==> config.mk <==
export PLATFORM = sky130hd
export DESIGN_NAME = fios_io_ctrl
export DESIGN_NICKNAME = d
export VERILOG_FILES = /design/src/rtl/fios_io_pkg.sv /design/src/rtl/fios_word_buf.sv /design/src/rtl/fios_io_ctrl.sv
export SDC_FILE = /design/constraint.sdc
export NUM_CORES = 1
export LEC_CHECK = 0
export CORE_MARGIN = 3
export CORE_UTILIZATION = 45
export DETAILED_ROUTE_END_ITERATION = 12
export DONT_BUFFER_PORTS = 1
export SETUP_SLACK_MARGIN = 0.1
export SLEW_MARGIN = 20
export SYNTH_ARGS = -nofsm -noshare
export SYNTH_HDL_FRONTEND = slang
export SYNTH_SLANG_ARGS = --single-unit
==> constraint.sdc <==
create_clock -name clock_i -period 8.3 [get_ports clock_i]
set_input_delay 1.66 -clock clock_i [delete_from_list [all_inputs] [get_ports clock_i]]
set_output_delay 1.66 -clock clock_i [all_outputs]
set_load 0.01 [all_outputs]
==> src/rtl/fios_io_pkg.sv <==
// Shared types and constants for the FIOS operand server / result collector.
// Holds the word width, FSM state encoding and load buffer selectors.
package fios_io_pkg;

    localparam int WORD_W = 17;

    typedef enum logic [1:0] {
        IDLE  = 2'd0,
        START = 2'd1,
        RUN   = 2'd2,
        DONE  = 2'd3
    } fios_io_state_t;

    localparam logic [1:0] SEL_A = 2'd0;
    localparam logic [1:0] SEL_B = 2'd1;
    localparam logic [1:0] SEL_P = 2'd2;

endpackage

==> src/rtl/fios_word_buf.sv <==
// S x 17 register file: one write port, one registered read port.
// Storage is not reset; only the read register is.
module fios_word_buf
    import fios_io_pkg::*;
#(
    parameter int S  = 8,
    parameter int AW = $clog2(S)
) (
    input  logic              clock_i,
    input  logic              reset_i,
    input  logic              wr_en,
    input  logic [AW-1:0]     wr_addr,
    input  logic [WORD_W-1:0] wr_data,
    input  logic [AW-1:0]     rd_addr,
    output logic [WORD_W-1:0] rd_data
);

    logic [WORD_W-1:0] mem [S];

    // Word storage write
    always_ff @(posedge clock_i) begin
        if (wr_en && int'(wr_addr) < S)
            mem[wr_addr] <= wr_data;
    end

    // Registered read; out-of-range addresses read as zero
    always_ff @(posedge clock_i or negedge reset_i) begin
        if (!reset_i)
            rd_data <= '0;
        else
            rd_data <= (int'(rd_addr) < S) ? mem[rd_addr] : '0;
    end

endmodule

==> src/rtl/fios_io_ctrl.sv <==
// Operand server and result collector for the cascaded FIOS multiplier.
// Optional FIOS_IO_ERR_FLAGS_EN adds sticky err_o[2:0] diagnostics.
module fios_io_ctrl
    import fios_io_pkg::*;
#(
    parameter int s     = 8,
    parameter int PE_NB = s
) (
    input  logic                    clock_i,
    input  logic                    reset_i,
    input  logic                    load_we_i,
    input  logic [1:0]              load_sel_i,
    input  logic [$clog2(s)-1:0]    load_addr_i,
    input  logic [WORD_W-1:0]       load_data_i,
    input  logic                    start_i,
    output logic                    busy_o,
    output logic                    res_valid_o,
    input  logic [$clog2(s)-1:0]    res_rd_addr_i,
    output logic [WORD_W-1:0]       res_data_o,
    output logic                    start_o,
    output logic [PE_NB*WORD_W-1:0] a_o,
    input  logic                    a_shift_i,
    input  logic                    b_fetch_i,
    input  logic                    p_fetch_i,
    output logic [WORD_W-1:0]       b_o,
    output logic [WORD_W-1:0]       p_o,
    input  logic                    RES_push_i,
    input  logic [WORD_W-1:0]       RES_i,
`ifdef FIOS_IO_ERR_FLAGS_EN
    output logic [2:0]              err_o,
`endif
    input  logic                    done_i
);

    localparam int AW   = $clog2(s);
    localparam int CW   = $clog2(s + 1) + 1;
    localparam int NWIN = (s + PE_NB - 1) / PE_NB;

    fios_io_state_t state;

    logic [WORD_W-1:0]       a_mem [s];
    logic [CW-1:0]           a_cnt, a_cnt_nxt;
    logic [AW-1:0]           b_ptr, b_ptr_nxt;
    logic [AW-1:0]           p_ptr, p_ptr_nxt;
    logic [AW:0]             res_ptr, res_ptr_nxt;
    logic [PE_NB*WORD_W-1:0] a_win;
    logic                    run, load_ok, push_ok;

    assign run     = (state == RUN);
    assign load_ok = load_we_i && (state == IDLE || state == DONE)
                     && int'(load_addr_i) < s;
    assign push_ok = run && RES_push_i && int'(res_ptr) < s;

    // Control FSM with registered handshake outputs
    always_ff @(posedge clock_i or negedge reset_i) begin
        if (!reset_i) begin
            state       <= IDLE;
            start_o     <= 1'b0;
            busy_o      <= 1'b0;
            res_valid_o <= 1'b0;
        end else begin
            start_o <= 1'b0;
            unique case (state)
                IDLE: if (start_i) begin
                    state   <= START;
                    start_o <= 1'b1;
                    busy_o  <= 1'b1;
                end
                START: state <= RUN;
                RUN: if (done_i) begin
                    state       <= DONE;
                    busy_o      <= 1'b0;
                    res_valid_o <= 1'b1;
                end
                DONE: if (start_i) begin
                    state       <= START;
                    start_o     <= 1'b1;
                    busy_o      <= 1'b1;
                    res_valid_o <= 1'b0;
                end
                default: state <= IDLE;
            endcase
        end
    end

    // Next pointer values; cleared in START, stepped only in RUN
    always_comb begin
        a_cnt_nxt   = a_cnt;
        b_ptr_nxt   = b_ptr;
        p_ptr_nxt   = p_ptr;
        res_ptr_nxt = res_ptr;
        if (state == START) begin
            a_cnt_nxt   = '0;
            b_ptr_nxt   = '0;
            p_ptr_nxt   = '0;
            res_ptr_nxt = '0;
        end else if (run) begin
            if (a_shift_i && int'(a_cnt) < NWIN)
                a_cnt_nxt = a_cnt + CW'(1);
            if (b_fetch_i)
                b_ptr_nxt = (int'(b_ptr) == s - 1) ? '0 : b_ptr + AW'(1);
            if (p_fetch_i)
                p_ptr_nxt = (int'(p_ptr) == s - 1) ? '0 : p_ptr + AW'(1);
            if (push_ok)
                res_ptr_nxt = res_ptr + (AW+1)'(1);
        end
    end

    // Pointer registers
    always_ff @(posedge clock_i or negedge reset_i) begin
        if (!reset_i) begin
            a_cnt   <= '0;
            b_ptr   <= '0;
            p_ptr   <= '0;
            res_ptr <= '0;
        end else begin
            a_cnt   <= a_cnt_nxt;
            b_ptr   <= b_ptr_nxt;
            p_ptr   <= p_ptr_nxt;
            res_ptr <= res_ptr_nxt;
        end
    end

    // a operand storage, written by host loads only
    always_ff @(posedge clock_i) begin
        if (load_ok && load_sel_i == SEL_A)
            a_mem[load_addr_i] <= load_data_i;
    end

    // Window of PE_NB a words at the upcoming counter; past the end reads 0
    always_comb begin
        a_win = '0;
        for (int k = 0; k < PE_NB; k++) begin
            if (int'(a_cnt_nxt) * PE_NB + k < s)
                a_win[k*WORD_W +: WORD_W] =
                    a_mem[AW'(int'(a_cnt_nxt) * PE_NB + k)];
        end
    end

    // Registered a window
    always_ff @(posedge clock_i or negedge reset_i) begin
        if (!reset_i)
            a_o <= '0;
        else
            a_o <= a_win;
    end

    fios_word_buf #(.S(s), .AW(AW)) u_b_buf (
        .clock_i (clock_i),
        .reset_i (reset_i),
        .wr_en   (load_ok && load_sel_i == SEL_B),
        .wr_addr (load_addr_i),
        .wr_data (load_data_i),
        .rd_addr (b_ptr_nxt),
        .rd_data (b_o)
    );

    fios_word_buf #(.S(s), .AW(AW)) u_p_buf (
        .clock_i (clock_i),
        .reset_i (reset_i),
        .wr_en   (load_ok && load_sel_i == SEL_P),
        .wr_addr (load_addr_i),
        .wr_data (load_data_i),
        .rd_addr (p_ptr_nxt),
        .rd_data (p_o)
    );

    fios_word_buf #(.S(s), .AW(AW)) u_res_buf (
        .clock_i (clock_i),
        .reset_i (reset_i),
        .wr_en   (push_ok),
        .wr_addr (res_ptr[AW-1:0]),
        .wr_data (RES_i),
        .rd_addr (res_rd_addr_i),
        .rd_data (res_data_o)
    );

`ifdef FIOS_IO_ERR_FLAGS_EN
    logic [2:0] err_set;

    assign err_set[0] = load_we_i && (state == START || run);
    assign err_set[1] = run && RES_push_i && int'(res_ptr) >= s;
    assign err_set[2] = !run && (a_shift_i || b_fetch_i || p_fetch_i
                                 || RES_push_i || done_i);

    // Sticky error flags, cleared at each new start
    always_ff @(posedge clock_i or negedge reset_i) begin
        if (!reset_i)
            err_o <= '0;
        else if (state == START)
            err_o <= '0;
        else
            err_o <= err_o | err_set;
    end
`endif

endmodule

==> results of run 1 <==
## logic make-up after synthesis
kind of cell,after synthesis,synth area share
buf+inv,61,0.01379
mux,188,0.09055
flops,751,0.8068
fa+ha+maj,10,0.004692
compound gates,94,0.03256
simple gates,237,0.05165
## area by class of cell
cell class / instances / area share
clock buffers: 117 / 0.07546
clock inverters: 29 / 0.007310
diodes: 2 / 0.0001661
flip-flops and latches: 751 / 0.7142
inverters: 6 / 0.0007476
repair buffers: 29 / 0.007725
well taps: 765 / 0.03177
multi-input cells: 529 / 0.1626
## routing by layer
layer | up-vias | GRT usage | share of wire
met5 | - | 0 | 0
met4 | 0 | 0.07013 | 0.030
met3 | 94 | 0.05429 | 0.066
met2 | 309 | 0.3098 | 0.50
met1 | 6270 | 0.2391 | 0.40
li1 | 5247 | - | -
## how the worst max path moves through the flow
stage	cells past startpoint	start	slack, ns	endpoint
3_3_place_gp	4	a_shift_i	4.32	a_o[33]
3_5_place_dp	5	p_fetch_i	4.27	u_p_buf.rd_data[0]
6_report	6	state[0]	4.77	a_o[101]
5_1_grt	6	state[0]	4.39	a_o[59]
2_1_floorplan	2	RES_push_i	4.32	u_res_buf.mem[0][0]
4_1_cts	6	state[0]	4.63	a_o[33]
## registers in the layout, summed over array words and instances, names as in the netlist
signal / flops
a_cnt: 5
p_ptr: 3
busy_o: 1
u_res_buf.rd_data: 17
u_res_buf.mem: 136
a_mem: 136
res_ptr: 4
u_b_buf.mem: 136
u_p_buf.rd_data: 17
b_ptr: 3
u_b_buf.rd_data: 17
a_o: 136
u_p_buf.mem: 136
state: 2
res_valid_o: 1
start_o: 1
## worst reg2reg max path: stages, from the launching register on
cell and delay (ns):
dfrtp_1 0.41, inv_1 0.09, ha_1 0.64, nand2_1 0.24, a21oi_4 0.81, buf_4 0.86
nor2b_1 0.30
## placed cells by master (no fill, tap or decap), drive strengths merged, types with 3 or more instances in the layout
| cell type | instances |
|---|---|
| nor2b | 123 |
| mux4 | 34 |
| mux2i | 68 |
| a221oi | 32 |
| and3 | 3 |
| o21ai | 5 |
| nand2 | 21 |
| ha | 10 |
| mux2 | 86 |
| clkbuf | 117 |
| nor3 | 10 |
| a21bo | 4 |
| nand2b | 3 |
| nor2 | 42 |
| nand3 | 3 |
| inv | 9 |
| and2b | 18 |
| clkinv | 21 |
| nand3b | 4 |
| dfrtp | 207 |
| o22ai | 34 |
| buf | 29 |
| edfxtp | 544 |
| a21oi | 9 |
| clkinvlp | 3 |
## power by group
part	total (mW)	switching [mW]	leakage (nW)	internal [mW]
Clock	3.35	1.38	1.22	1.97
Sequential	4.86	0.427	7.39	4.43
Combinational	0.818	0.523	1.74	0.295
Total	9.02	2.33	10.3	6.69
==> results.md, run 1 <==
- Post-place setup slack: approximately 4.3 ns
- Final number of setup-violating endpoints: 0
- # rows: between 80 and 90
- CP Cell Sequence: inv_1, ha_1, nand2_1, a21oi_4, buf_4, nor2b_1
- RSZ-0062 raised after global routing: false
- Leading area contributor after synthesis: edfxtp_1
- Die W: roughly 250 um
- Lkg Pwr: between 10 and 15 nW
- Flop2flop setup slack: about 4.8 ns
- Tot Pwr: about 9.0 mW
- Data arrival, critical path: 3.95 ns
- Clk_skew: roughly 0.026 ns
- Normalized max-slew margin: 0.2653
- Ys async rst share: 0.2756
- FF-to-FF Start: state[0]
- Synth top cells by count: edfxtp_1 (544), dfrtp_1 (207), nor2b_1 (123)
- TritonRoute pass-1 iters: 5
- Total negative setup slack: 0 ns
- Initial antenna violation count: 1
- Util after Layout: 0.5182
- Crit path capture type: flop
- Critical path type: reg -> reg
- Share of post-route cells with drive strength above 1: 0.2170
- CP peak stage delay: 0.85 ns
- TritonCTS Buffers: 79
- Multi-input gate area: a little under 0.005 sq mm
- Area grow syn2layout: 12.96%
- Hold-critical path endpoint: a_o[48]
- Number of synthesized flops with an enable pin: around 540
- Top delay family on crit path: buffers and inverters
- MaxCap Viol Count: 0
- Final net count: about 1500
- Max clock buf depth: 3
- Top-count cell post-synth: edfxtp_1
- Drt total wl: between 50000 and 60000 um
- Dpl hpwl: 33020 um
- Via/cell ratio: between 5 and 6
- Status: finished, final reports clean
- Post-CTS Resized: 0
- Hold Path Stages: 1
- Worst path slowest cell: buf_4
- CP required: around 8.7 ns
- Fin crit period: approximately 3.5 ns
- Fin crit share: 0.4247
- Final worst-path setup slack: between 4 and 5 ns
- Gr ovfl total: 0
- Mapped Avg Cell Area: 19.89 sq um
- Fillers: ~4600
- Reg2reg end: a_o[101]
- GRT Overall Usage: 0.1883
- Vias: ~12000
- Post-CTS Repair Setup Buffers: 0
- Register Area: ~0.022 sq mm
- Die ar.: about 0.062 sq mm
- CP max FO: approximately 100
- Sequential area share after synthesis: 0.8068
- IO Port Bufs: 0
- Register bit total from synthesis: between 700 and 800
- FF-to-FF path depth: 6
- Dpl cell area: between 0.02 and 0.03 sq mm
- Smallest hold slack: around 0.45 ns
- HP Start: a_mem[2][14]
- Warnings from Yosys: 0
- Share of the synthesized area in the top cell type: 0.6125
- Number of remaining DRC errors: 0
- Post-synthesis cell type count: 54
- Starting DRT DRC Count: roughly 840
- Crit start category: flop
- Synth Instances: between 1000 and 1500
- Final Hold Fails: 0
- Worst-path clk slew: ~0.060 ns
- Pwr Density: ~300 mW/mm^2
- Max H-tree Level: 3
- Mapped Area: about 0.027 sq mm
- Largest net degree at the start of global routing: roughly 210
- Area contributors post-synth: edfxtp_1 (61%), dfrtp_1 (19%), mux2_2 (3.6%)
- Post-Syn Nets: approximately 1400
- Dpl cells: a little over 2000
- Placer congestion estimate: 0.7468
- First-pass GRT wire length: approximately 86000 um
- Worst skew pair latency: just over 0.6 ns
- Vias in the first global route: between 10000 and 15000
- Max Clk Rate: approximately 280 MHz
- CTS Root Cell: clkbuf_16
- Main flop type after synthesis: edfxtp_1
- Remaining antenna violation count: 0
- Die Ht: ~250 um
- Pins over their slew limit: 0
- HP Class: reg -> reg
- Worst Max-Slew Pin Slew: ~1.1 ns
- Crit path buffers/inverters: 2
- Io pins: 241
- Core Area: slightly below 0.06 sq mm
- WL/cell: 26.14 um
- Final instance area: between 0.03 and 0.04 sq mm
- Cts hold-fix bufs: 0
- Clk sinks: between 700 and 800
- CTS tree: built
- Starting density of the core: 0.4587
- VDD IR-drop max: 0.1957 mV
- Layout Cells excl Fill: 2228
(Power assumes the default switching activity.)
==> run 2, diff against run 1 <==
ABC_AREA = 1   (was not set)
clock period = 3.6 ns   (was 8.3 ns; I/O delays follow)
==> results.md, run 2 <==
- Post-CTS Repair Setup Buffers: 0
- Fin crit share: 0.8199
- Flop2flop setup slack: approximately 0.65 ns
- Remaining antenna violation count: 0
- Main flop type after synthesis: edfxtp_1
- GRT Overall Usage: 0.2009
- Dpl hpwl: around 37000 um
- Synth Instances: about 2200
- Vias in the first global route: approximately 15000
- Io pins: roughly 240
- Tot Pwr: around 24 mW
- # rows: 90
- Logic pwr share: 0.177
- Gr ovfl total: 0
- Lkg Pwr: approximately 12 nW
- Smallest hold slack: -0.2057 ns
- Starting DRT DRC Count: about 1400
- Crit start category: flop
- WL/cell: 21.49 um
- Total negative setup slack: 0 ns
- Fin crit period: between 2 and 3 ns
- Initial antenna violation count: 5
- Final net count: between 2000 and 2500
- TritonCTS Buffers: ~80
- Vias: about 16000
- Worst-path clk slew: 0.06 ns
- Data arrival, critical path: approximately 3.5 ns
- Core Area: 0.06058 sq mm
- Commonest cells after routing, fill and taps aside: edfxtp_1 (544), nand2_1 (516), nor2_1 (284), dfrtp_1 (207), inv_1 (162)
- Die Ht: 254.1 um
- Max Clk Rate: ~340 MHz
- Critical path type: reg -> reg
- Most common cell after layout, fill and taps aside: edfxtp_1
- Area contributors post-synth: edfxtp_1 (59%), dfrtp_1 (19%), nand2_1 (7.0%)
- Warnings from Yosys: 0
- Die W: roughly 250 um
- Clk_skew: around 0.019 ns
- CTS Root Cell: clkbuf_16
- Via/cell ratio: about 5.2
- Net Sw Frac: 0.3186
- Worst Max-Slew Pin Slew: ~0.79 ns
- Register bit total from synthesis: around 750
- Psw: around 7.7 mW
- Max H-tree Level: 3
- Final number of setup-violating endpoints: 0
- RSZ-0062 raised after global routing: false
- Leading area contributor after synthesis: edfxtp_1
- Largest net degree at the start of global routing: 208
- Pins over their slew limit: 0
- Crit path capture type: flop
- HP Class: in -> async
- Synth top cells by count: edfxtp_1 (544), nand2_1 (516), nor2_1 (285)
- Share of post-route cells with drive strength above 1: 0.08641
- Final Hold Fails: 207
- Status: finished, violations left
- Post-Syn Nets: 2213
- Mapped Avg Cell Area: roughly 13 sq um
- Share of the synthesized area in the top cell type: 0.5898
- Clk sinks: 751
- First-pass GRT wire length: 96670 um
- Post-CTS Resized: 0
- TritonRoute pass-1 iters: 7
- CTS tree: built
- P_int: ~16 mW
- Placer congestion estimate: ~0.80
- Clock power share: 0.335
- Failing checks: negative hold slack
- Register Area: 0.02152 sq mm
- MaxCap Viol Count: 0
- Fillers: 5096
- Number of remaining DRC errors: 0
- Sequential area share after synthesis: 0.7768
- Post-synthesis cell type count: 33
- Starting density of the core: 0.4572
- Area grow syn2layout: 12.46%
- Pwr Density: between 700 and 800 mW/mm^2
- CP required: 4.11 ns
- Die ar.: ~0.065 sq mm
- Number of synthesized flops with an enable pin: 544
- Worst skew pair latency: approximately 0.62 ns
- Ys async rst share: 0.2756
- IO Port Bufs: 0
- Mapped Area: around 0.028 sq mm
- Drt total wl: between 60000 and 70000 um
- Flop pwr share: 0.487
- Normalized max-slew margin: 0.4746
- Top-count cell post-synth: edfxtp_1
- CP max FO: 51
- VDD IR-drop max: 0.5194 mV
- Max clock buf depth: 3
- Multi-input gate area: between 0.005 and 0.006 sq mm
run 2: worst max-delay path, cell delays in order (launching register included):
cell	delay, ns
dfrtp_1	0.43
inv_1	0.08
ha_1	0.57
nand2_4	0.19
nor2_8	0.62
nor2_8	0.25
buf_12	0.25
o21ai_0	0.20
o21ai_1	0.10
nand2_1	0.07
nand2_1	0.05
run 2: routing by layer:
layer | track usage | share of wire | routed length [um] | vias to the layer above
li1 | - | - | - | 7292
met1 | 0.2568 | 0.40 | 26310 | 7882
met2 | 0.3273 | 0.49 | 31700 | 488
met3 | 0.05977 | 0.077 | 5014 | 112
met4 | 0.07258 | 0.031 | 2035 | 0
met5 | 0 | 0 | 0 | -
run 2: power groups by stage:
stage / clock (mW) / combinational, mW / sequential [mW]
floorplan: 0 / 3.33 / 11.5
global placement: 0 / 4.20 / 11.9
detailed placement: 0 / 4.30 / 11.9
CTS: 8.24 / 4.31 / 11.8
global route: 8.61 / 4.88 / 11.8
finish: 8.08 / 4.27 / 11.7
run 2: metrics by stage:
step                      area [sq um]  std cells    util  setup slack [ns]
after global routing             31150       3027  0.5141            0.3871
after floorplan                  27700       2152       -            0.9069
after CTS                        31150       3027  0.5141            0.6211
final                            31150       3028  0.5141            0.6483
after detailed placement         28520       2882  0.4707            0.5915
after global placement           28520       2882  0.4707            0.7188
run 2: layout make-up:
cell class | instances | area share
tap | 782 | 0.03141
inverter | 171 | 0.02061
antenna | 1 | 0.00008034
clock inverter | 38 | 0.01330
clock buffer | 107 | 0.07106
multi-input combinational | 1131 | 0.1607
timing repair buffer | 47 | 0.01213
sequential | 751 | 0.6907
run 2: logic make-up (layout without fill, tap and decap cells):
logic type / count (synthesis) / count (layout) / share of synthesized area
fa+ha+maj: 10 / 10 / 0.004517
flops: 751 / 751 / 0.7768
other cells: 0 / 1 / 0
compound gates: 252 / 252 / 0.05068
buf+inv: 270 / 363 / 0.04296
simple gates: 869 / 869 / 0.1250
run 2: final timing paths:
| kind | start | endpoint | depth (start not counted) |
|---|---|---|---|
| setup / recovery | state[0] | u_b_buf.rd_data[3] | 10 |
| hold / removal | reset_i | u_res_buf.rd_data[2] | 0 |
| setup reg to reg | state[0] | u_b_buf.rd_data[3] | 10 |
| hold reg to reg | a_mem[4][1] | a_o[69] | 2 |
| max in group asynchronous | reset_i | a_o[60] | 0 |
| min in group clock_i | RES_i[14] | u_res_buf.mem[4][14] | 0 |
